--- src/rtl/r2fft_frame_ctrl.sv ---
// r2fft_frame_ctrl: ping-pong, multi-channel frame controller in front of the radix-2 FFT core.
//
// Captures a channel-major sample stream into one of two frame banks in bit-reversed order,
// tracks the per-channel input bit width, starts the core once per channel on the full bank,
// and exposes the finished bank for DMA readout. Capture of the next frame overlaps compute
// and readout of the current one.
//
// Ports:
//   clk_i, rst_ni             clock, asynchronous active-low reset
//   autorun_i, run_i, fin_i   compute start policy / manual start / readout finished
//   sact_i, sdw_real_i/imag_i input sample stream; sready_o when a bank can be filled
//   wact_o, wa_o, wdw_o       frame memory write, wa = {bank, ch, bitrev(idx)}, wdw = {imag, real}
//   core_run_o, core_base_o, core_bw_o, core_done_i, core_exp_i   FFT core handshake
//   done_o, bfpexp_o          finished bank and per-channel exponents (ch0 in the LSBs)
//   dmaact_i, dmaa_i, ract_o, ra_o   readout request / memory read
//   ovf_o, drop_cnt_o         sticky overflow flag and saturating dropped-sample count
//
// Build option: define R2FFT_FRAME_CTRL_DROPCNT_EN to implement drop_cnt_o; otherwise it is
// tied to zero (ovf_o is always implemented).
module r2fft_frame_ctrl #(
    parameter int unsigned FFT_LENGTH = 1024,
    parameter int unsigned FFT_DW     = 16,
    parameter int unsigned NUM_CH     = 4,
    localparam int unsigned FFT_N     = $clog2(FFT_LENGTH),
    localparam int unsigned CH_W      = (NUM_CH > 1) ? $clog2(NUM_CH) : 1,
    localparam int unsigned BW_W      = $clog2(FFT_DW) + 1,
    localparam int unsigned AW        = 1 + CH_W + FFT_N
) (
    input  logic                    clk_i,
    input  logic                    rst_ni,
    input  logic                    autorun_i,
    input  logic                    run_i,
    input  logic                    fin_i,
    input  logic                    sact_i,
    input  logic [FFT_DW-1:0]       sdw_real_i,
    input  logic [FFT_DW-1:0]       sdw_imag_i,
    output logic                    sready_o,
    output logic                    wact_o,
    output logic [AW-1:0]           wa_o,
    output logic [2*FFT_DW-1:0]     wdw_o,
    output logic                    core_run_o,
    output logic [AW-FFT_N-1:0]     core_base_o,
    output logic [BW_W-1:0]         core_bw_o,
    input  logic                    core_done_i,
    input  logic [7:0]              core_exp_i,
    output logic                    done_o,
    output logic [8*NUM_CH-1:0]     bfpexp_o,
    input  logic                    dmaact_i,
    input  logic [CH_W+FFT_N-1:0]   dmaa_i,
    output logic                    ract_o,
    output logic [AW-1:0]           ra_o,
    output logic                    ovf_o,
    output logic [15:0]             drop_cnt_o
);

    localparam logic [FFT_N-1:0] IdxLast = FFT_N'(FFT_LENGTH - 1);
    localparam logic [CH_W-1:0]  ChLast  = CH_W'(NUM_CH - 1);

    typedef enum logic [1:0] {StIdle, StStart, StWait, StDone} state_e;

    // Significant bits of a signed value: 0 for zero, 1 for -1.
    function automatic logic [BW_W-1:0] bit_width(input logic [FFT_DW-1:0] x);
        logic [BW_W-1:0] w;
        w = (x == '0) ? '0 : BW_W'(1);
        for (int i = 0; i < FFT_DW - 1; i++) begin
            if (x[i] != x[FFT_DW-1]) w = BW_W'(i + 2);
        end
        return w;
    endfunction

    function automatic logic [FFT_N-1:0] bitrev(input logic [FFT_N-1:0] x);
        logic [FFT_N-1:0] r;
        for (int i = 0; i < FFT_N; i++) r[i] = x[FFT_N-1-i];
        return r;
    endfunction

    state_e              state_q, state_d;
    logic [1:0]          full_q, full_d;
    logic                wbank_q, wbank_d;
    logic                cbank_q, cbank_d;
    logic [FFT_N-1:0]    idx_q, idx_d;
    logic [CH_W-1:0]     ch_q, ch_d;
    logic [CH_W-1:0]     k_q, k_d;
    logic [BW_W-1:0]     bwreg_q [2][NUM_CH];
    logic [BW_W-1:0]     bwreg_d [2][NUM_CH];
    logic [8*NUM_CH-1:0] bfpexp_q, bfpexp_d;
    logic                ovf_q, ovf_d;

    logic                accept;
    logic                drop;
    logic                fill_done;
    logic                release_bank;
    logic [BW_W-1:0]     bw_re, bw_im, bw_smp;

    // ---------------------------------------------------------------- input side
    assign sready_o  = ~full_q[wbank_q];
    assign accept    = sact_i & sready_o;
    assign drop      = sact_i & ~sready_o;
    assign fill_done = accept && (idx_q == IdxLast) && (ch_q == ChLast);

    assign wact_o = accept;
    assign wa_o   = accept ? {wbank_q, ch_q, bitrev(idx_q)} : '0;
    assign wdw_o  = accept ? {sdw_imag_i, sdw_real_i} : '0;

    assign bw_re  = bit_width(sdw_real_i);
    assign bw_im  = bit_width(sdw_imag_i);
    assign bw_smp = (bw_re > bw_im) ? bw_re : bw_im;

    always_comb begin
        idx_d   = idx_q;
        ch_d    = ch_q;
        wbank_d = wbank_q;
        bwreg_d = bwreg_q;
        if (accept) begin
            // FFT_LENGTH is a power of two, so idx wraps on its own.
            idx_d = idx_q + 1'b1;
            if (idx_q == IdxLast) begin
                ch_d = (ch_q == ChLast) ? '0 : ch_q + 1'b1;
            end
            if (fill_done) wbank_d = ~wbank_q;
            // First sample of a channel restarts its running maximum.
            if ((idx_q == '0) || (bw_smp > bwreg_q[wbank_q][ch_q])) begin
                bwreg_d[wbank_q][ch_q] = bw_smp;
            end
        end
    end

    // Fill completion and release always target different banks, so both may apply at once.
    always_comb begin
        full_d = full_q;
        if (fill_done)    full_d[wbank_q] = 1'b1;
        if (release_bank) full_d[cbank_q] = 1'b0;
    end

    assign ovf_d = ovf_q | drop;
    assign ovf_o = ovf_q;

    // ---------------------------------------------------------------- compute FSM
    assign release_bank = (state_q == StDone) && fin_i;
    assign core_base_o  = {cbank_q, k_q};
    assign core_bw_o    = bwreg_q[cbank_q][k_q];
    assign bfpexp_o     = bfpexp_q;

    always_comb begin
        state_d    = state_q;
        k_d        = k_q;
        cbank_d    = cbank_q;
        bfpexp_d   = bfpexp_q;
        core_run_o = 1'b0;
        done_o     = 1'b0;
        ract_o     = 1'b0;
        ra_o       = '0;
        unique case (state_q)
            StIdle: begin
                if (full_q[cbank_q] && (autorun_i || run_i)) state_d = StStart;
            end
            StStart: begin
                core_run_o = 1'b1;
                state_d    = StWait;
            end
            StWait: begin
                if (core_done_i) begin
                    bfpexp_d[{k_q, 3'b000} +: 8] = core_exp_i;
                    if (k_q == ChLast) begin
                        state_d = StDone;
                    end else begin
                        k_d     = k_q + 1'b1;
                        state_d = StStart;
                    end
                end
            end
            StDone: begin
                done_o = 1'b1;
                ract_o = dmaact_i;
                ra_o   = {cbank_q, dmaa_i};
                if (fin_i) begin
                    cbank_d = ~cbank_q;
                    k_d     = '0;
                    state_d = StIdle;
                end
            end
            default: state_d = StIdle;
        endcase
    end

    // ---------------------------------------------------------------- state registers
    always_ff @(posedge clk_i or negedge rst_ni) begin
        if (!rst_ni) begin
            state_q  <= StIdle;
            full_q   <= '0;
            wbank_q  <= 1'b0;
            cbank_q  <= 1'b0;
            idx_q    <= '0;
            ch_q     <= '0;
            k_q      <= '0;
            bfpexp_q <= '0;
            ovf_q    <= 1'b0;
            for (int b = 0; b < 2; b++) begin
                for (int c = 0; c < NUM_CH; c++) bwreg_q[b][c] <= '0;
            end
        end else begin
            state_q  <= state_d;
            full_q   <= full_d;
            wbank_q  <= wbank_d;
            cbank_q  <= cbank_d;
            idx_q    <= idx_d;
            ch_q     <= ch_d;
            k_q      <= k_d;
            bfpexp_q <= bfpexp_d;
            ovf_q    <= ovf_d;
            bwreg_q  <= bwreg_d;
        end
    end

`ifdef R2FFT_FRAME_CTRL_DROPCNT_EN
    logic [15:0] drop_cnt_q, drop_cnt_d;

    always_comb begin
        drop_cnt_d = drop_cnt_q;
        if (drop && (drop_cnt_q != 16'hFFFF)) drop_cnt_d = drop_cnt_q + 16'd1;
    end

    always_ff @(posedge clk_i or negedge rst_ni) begin
        if (!rst_ni) drop_cnt_q <= '0;
        else         drop_cnt_q <= drop_cnt_d;
    end

    assign drop_cnt_o = drop_cnt_q;
`else
    assign drop_cnt_o = '0;
`endif

endmodule

--- config.mk ---
export PLATFORM = sky130hd
export DESIGN_NAME = r2fft_frame_ctrl
export DESIGN_NICKNAME = d
export VERILOG_FILES = /design/src/rtl/r2fft_frame_ctrl.sv
export SDC_FILE = /design/constraint.sdc
export NUM_CORES = 1
export LEC_CHECK = 0
export CAP_MARGIN = 40
export CELL_PAD_IN_SITES_DETAIL_PLACEMENT = 1
export CELL_PAD_IN_SITES_GLOBAL_PLACEMENT = 1
export CORE_MARGIN = 8
export CORE_UTILIZATION = 36
export DETAILED_ROUTE_END_ITERATION = 10
export PLACE_DENSITY = 0.82
export SLEW_MARGIN = 25
export SYNTH_ARGS = -nofsm -noshare
export SYNTH_HDL_FRONTEND = slang
export SYNTH_SLANG_ARGS = --single-unit
--- constraint.sdc ---
create_clock -name clk_i -period 3.76 [get_ports clk_i]
set_clock_uncertainty 0.05 [all_clocks]
set_input_delay 0.94 -clock clk_i [delete_from_list [all_inputs] [get_ports clk_i]]
set_output_delay 0.94 -clock clk_i [all_outputs]
set_load 0.01 [all_outputs]
---- Word level (Yosys, flattened, before mapping) ----
Index checks and enable logic that the tools add are counted.
storage, ports and cells
  bits in registers ....................... 93
  bits of input ports ..................... 60
  output and inout bits ................... 120
  word-level logic and storage cells ...... 186
operators by class
  $add $sub $neg .......................... 4
  order comparisons ....................... 12
  equal/unequal tests ..................... 40
  shifts and indexed selects .............. 2
  multiplexer cells ....................... 76
  bitwise gates (word level) .............. 13
  reductions and logical operators ........ 22
operators with widths
  kind                    number
  $mux 5                  34
  $mux 20                 7
  $bwmux 40               1
  $bwmux 32               1
  $logic_not 16->1        2
  $mux 32                 1
  $shift 8x7->32 const A  1
  $shiftx 8x7->32         1
  $ne 1x1->1              30
  $mux 13                 2
  $mux 2                  11
  $bmux 5 s2              2
  $demux 20 s1            1
  $mux 1                  11
  $add 10x1->10 const B   1
  $demux 5 s2             1
  $eq 10x10->1 const B    1
  $gt 5x5->1              2
  $logic_not 10->1        1
  $reduce_and 2->1        5
  $eq 2x2->1 const B      4
  $logic_and 1x1->1       8
  $ne 2x2->1 const B      4
  $pmux 2 s4              1
  24 further kinds        36

---- Logic depth before layout (Yosys ltp) ----
Gate-level depths: netlist of the first run.
  word-level depth ........................ 22
  mapped depth ............................ 23
  mapped depth without buffers ............ 21

---- Least setup slack after synthesis of the first run ----
Ideal clock, no wire load.
  path kind ............................... input to register
  start ................................... input port sdw_real_i[15]
  end ..................................... register bwreg_q[25] (netlist name)
  setup time .............................. 0.125 ns
  arrival ................................. 5.152 ns
  required time ........................... 3.585 ns
  slack ................................... -1.566 ns
  cell stages on the path ................. 22
  buffers on the path ..................... 2
  path through ............................ buf_2 clkbuf_1 inv_1 ha_1 or4b_2 nor4_1 nor2_1 a21oi_2 nand3b_1 ha_1 nand4_1 mux2i_1 a21oi_1 nand2b_1 o32ai_2 ha_1 nor2b_1 o21a_1 o21bai_1 a21oi_2 nand3b_1 mux2_2
between the ends
  longest elaborated chain between the ends .. 22
  elaborated cells between the ends (all ways) .. 38
  those cells by class .................... order compare: 2; eq/ne: 15; mux: 18; reduce/logical: 3
ends and longest elaborated chain
  element                              line  source
  from (decl)                          35    input logic [FFT_DW-1:0] sdw_real_i,
  $logic_not 16->1                     64    w = (x == '0) ? '0 : BW_W'(1);
  $mux 1                               64
  $mux 2                               66    if (x[i] != x[FFT_DW-1]) w = BW_W'(i + 2);
  $mux 5 (13 in a row)                 66
  $mux 5 *                             66
  $gt 5x5->1                           107   assign bw_smp = (bw_re > bw_im) ? bw_re : bw_im;
  $mux 5 *                             107
  named net bw_smp[1]                  93    logic [BW_W-1:0] bw_re, bw_im, bw_smp;
  $gt 5x5->1 *                         122   if ((idx_q == '0) || (bw_smp > bwreg_q[wbank_q][ch_q])) begin
  $logic_or 1x1->1 *                   122
  $reduce_and 2->1 (no source line) *  -
  to (signal assigned)                 211   bwreg_q <= bwreg_d;
  to (decl)                            84    logic [BW_W-1:0] bwreg_q [2][NUM_CH];
Mark *: on every way through the listed nets, which the timed path passes. The rest lies on a longest branch.
A chain may end at the register's enable or synchronous reset.

---- Worst setup path after layout of the first run ----
  start ................................... input port sdw_real_i[10]
  end ..................................... register bwreg_q[27] (netlist name)
between the ends
  longest elaborated chain between the ends .. 22
  elaborated cells between the ends (all ways) .. 24
  those cells by class .................... order compare: 2; eq/ne: 1; mux: 18; reduce/logical: 3
ends and longest elaborated chain
  element                              line
  $logic_not 16->1                     64
  $mux 1                               64
  $mux 2                               66
  $mux 5 (9 in a row)                  66
  $mux 5 * (5 in a row)                66
  $gt 5x5->1                           107
  $mux 5 *                             107
  named net bw_smp[1]                  93
  $gt 5x5->1 *                         122
  $logic_or 1x1->1 *                   122
  $reduce_and 2->1 (no source line) *  -
Marked as above.

==> results of run 1 <==
## flip-flops by register name, indices dropped and copies added, names as in the netlist
name and count:
full_q 2, bfpexp_o 32, cbank_q 1, ovf_o 1, idx_q 10, k_q 2
state_q 2, wbank_q 1, ch_q 2, bwreg_q 40
## cell type report
class	count	area, µm²
fillers	1811	6998
multi-input cells	499	4010
repair buffers	277	2601
flip-flops and latches	93	2327
well taps	220	275.3
clock buffers	11	242.7
inverters	21	83.83
clock inverters	5	40.04
diodes	2	5.005
## synthesized netlist by cell type, types with 3 or more instances
library cell,instances
inv_1,20
o21ai_0,43
xor2_1,4
a211oi_1,3
a31oi_1,8
nand2b_1,7
mux2_2,41
and3_1,59
nor3_1,8
ha_1,23
o31ai_1,3
dfrtp_1,93
nand3b_1,5
nor2b_1,7
o22ai_1,3
nor4_1,6
mux2i_1,6
nand4_1,5
nor2_1,25
mux4_2,20
clkbuf_1,26
o221ai_1,3
buf_2,5
nand2_1,121
and2_1,3
nor3b_1,3
a21oi_1,12
nand3_1,14
or2_2,3
or3_1,4
buf_4,20
xnor2_1,9
## stage by stage
step                      setup slack (ps)  cell area, µm²
after floorplan                      -1261            6264
after global placement               -1487            8468
after detailed placement             -1641            8473
after CTS                            -1068            9144
after global routing                 -1231            9585
final                                -1061            9585
## critical path: cells and delay by family
kind | cells | cell delay [ps]
compound gates | 9 | 1580
buf+inv | 5 | 830
mux | 1 | 320
simple gates | 5 | 820
fa+ha+maj | 2 | 520
## path summary, 6_finish.rpt
kind | endpoint | slack (ps)
min in group asynchronous | bfpexp_o[13] | 490
min | bfpexp_o[18] | 430
max reg2reg | bwreg_q[27] | 130
min reg2reg | bfpexp_o[18] | 430
max in group asynchronous | idx_q[1] | 2300
max | bwreg_q[27] | -1060
## repair_timing
action                                  in CTS  in global routing
cloned                                       0                  1
gates resized for setup                     43                122
setup buffers                               23                 16
endpoints found under the setup margin      40                 40
pin swaps                                   17                 33
## layer usage
layer / GRT usage (%) / share of wire, % / vias up
met3: 4.110 / 6.1 / 83
li1: - / - / 2803
met2: 40.16 / 51 / 281
met4: 7.470 / 4.6 / 2
met1: 26.23 / 38 / 3232
met5: 0 / 0.043 / -
## power by group through the flow
stage | combinational, mW | clock [mW] | sequential (mW)
final | 1.33 | 0.906 | 1.15
after global routing | 1.40 | 0.958 | 1.16
after detailed placement | 0.914 | 0 | 1.16
after global placement | 0.869 | 0 | 1.15
after floorplan | 0.506 | 0 | 1.12
after CTS | 1.09 | 0.894 | 1.14
## cells by family after synthesis
family,share of synthesized area (%)
AO/OA/AOI/OAI,10.95
XOR/XNOR,1.860
adder cells (fa/ha/maj),4.701
buffers and inverters,5.865
flip-flops,38.01
multiplexers,15.88
other,0.06125
AND/OR/NAND/NOR,22.67
==> impl_metrics.toml, run 1 <==
[sta]
period_minus_slack_ps = 4821
maxClockFrequency_mhz = 207.4
layout_worst_path_cycle_share_pct = 128.2
fin_setup_tns_ps = -40500
grt_setup_unrepaired = "yes"
final_ws_setup_ps = -1061
setup-violations-final = 40
final-hold-violation-count = 0
worst_pin_slew_ps = 778.0
slew_headroom_pct = 48.13
finalMaxSlewViolations = 0
final.hold.worst_slack_ps = 431.8

[clock_tree]
clock_latency_ps = 360
clock_pin_transition_on_the_worst_setup_and_hold_timing_paths_ps = 70
cts_num_sinks = 93
tritoncts.num_buffers = 9
postCtsHoldBufs = 0
cts_buffer_depth = 2
root_buffer = "clkbuf_16"
cts_tree = "done"
cts_htree_levels = 3

[min_path]
worstHoldPathCells = 2
min-delay-path-class = "register to register"
hp-start = "bfpexp_o[18]"

[routing]
routed_wirelength_mm = 27.80
num_vias = 6401
drtIter0Drc = 437
ant_nets = 0
firstDrtPassIters = 5
viasPerCell = 5.675
route.detailed.wl_per_inst_um = 24.64
drc_errors_left = 0

[power_and_ir_drop]
p_int_mw = 2.207
clock_power_share_pct = 26.8
maximum_vdd_ir_drop_mv = 0.2527
total_power_mw = 3.381
power.leakage_nw = 4.530
seq_power_share_pct = 33.9
sw_frac_of_total_pct = 34.72
share_comb_of_total_power_pct = 39.3
pwr_density_cell_mw_per_mm2 = 352.8
switching_power_mw = 1.174

[final_layout]
utilization_pct = 57.80
nets = 984
areaGrowthSynthToFinish_pct = 56.57
layout.cells.most_common_list = "clkdlybuf4s50_1, nand2_1, dfrtp_1"
fin_cells = 1128
mostFrequentLayoutCell = "clkdlybuf4s50_1"
layout-drive-gt1-share_pct = 29.36

[grt]
grt_pass1_wl_mm = 38.36
remaining_global_route_overflow = 0
maximum_number_of_pins_on_one_net_before_global_route_repair = 68
grt_util_all_layers_pct = 22.35
via_count_of_the_first_global_routing_pass = 6667
antenna_violations_before_repair = 3

[place]
gp_routability_congestion = 0.8897
numPortBuffers = 163
detailed_place_hpwl_mm = 16.48
instance_count_after_placement_with_tap_cells_included = 1072

[synthesis]
synth-seq-cells = 93
synth_edf_count = 0
postSynthCellCount = 651
yosys_warnings = 0
synth_area_per_cell_um2 = 9.404
synthDominantCellAreaShare_pct = 38.01
synth.top_cells.by_area = "dfrtp_1, mux2_2, nand2_1"
seq_area_frac_synth_pct = 38.01
synth_top_flop_cell = "dfrtp_1"
asyncSetResetFlopFracSynth_pct = 100.0
post_synth_num_cell_types = 60
syn-cell-area_mm2 = 0.006122
netlist.top_cell.by_area = "dfrtp_1"

[status]
violations_in_the_final_reports = "setup timing"
status = "finished with violations"

[run]
drv.max_cap_violation_count = 0

[worst_setup_path]
critPathMaxFanout = 5
r2r_cells = 12
endpoint_kind = "register"
critPathMaxStageDelay_ps = 320
crit_path_start_kind = "primary input"
critical_path.reg2reg.startpoint = "wbank_q"
crit_start = "sdw_real_i[10]"
timing.setup.critical_path_class = "primary input to register"
slowest_cell_on_the_critical_path = "mux2_4"
critPathRequiredTime_ps = 3950
timing.critical_path.cells = "dlymetal6s2s_1, buf_4, nor2_1, o21ai_0, a21oi_1, a21oi_2, nor2_1, ha_4, nor2b_2, o211ai_1, a21oi_2, buf_4, o32ai_4, ha_4, nor2b_4, o21a_1, o21bai_4, a21oi_4, buf_6, nand3b_1, buf_6, mux2_4"
worst_path_arrival_ps = 5010

[floorplanning]
chipWidth_um = 146.4
placement_rows = 47
start_util_pct = 36.92
standard_cell_core_area_mm2 = 0.01658
floorplan.io_pins = 180
design.die.area_mm2 = 0.02143
die_h_um = 146.4
No activity file was read; power rests on OpenSTA's default activity.
==> inputs of run 2 (changes only) <==
--- a/config.mk
+++ b/config.mk
@@ -11,6 +11,7 @@
 export CORE_MARGIN = 8
 export CORE_UTILIZATION = 36
 export DETAILED_ROUTE_END_ITERATION = 10
+export HOLD_SLACK_MARGIN = 0.05
 export PLACE_DENSITY = 0.82
 export SLEW_MARGIN = 25
 export SYNTH_ARGS = -nofsm -noshare
==> results of run 2 <==
Same layout as run 1: the final DEF is identical, and so are final timing and power.
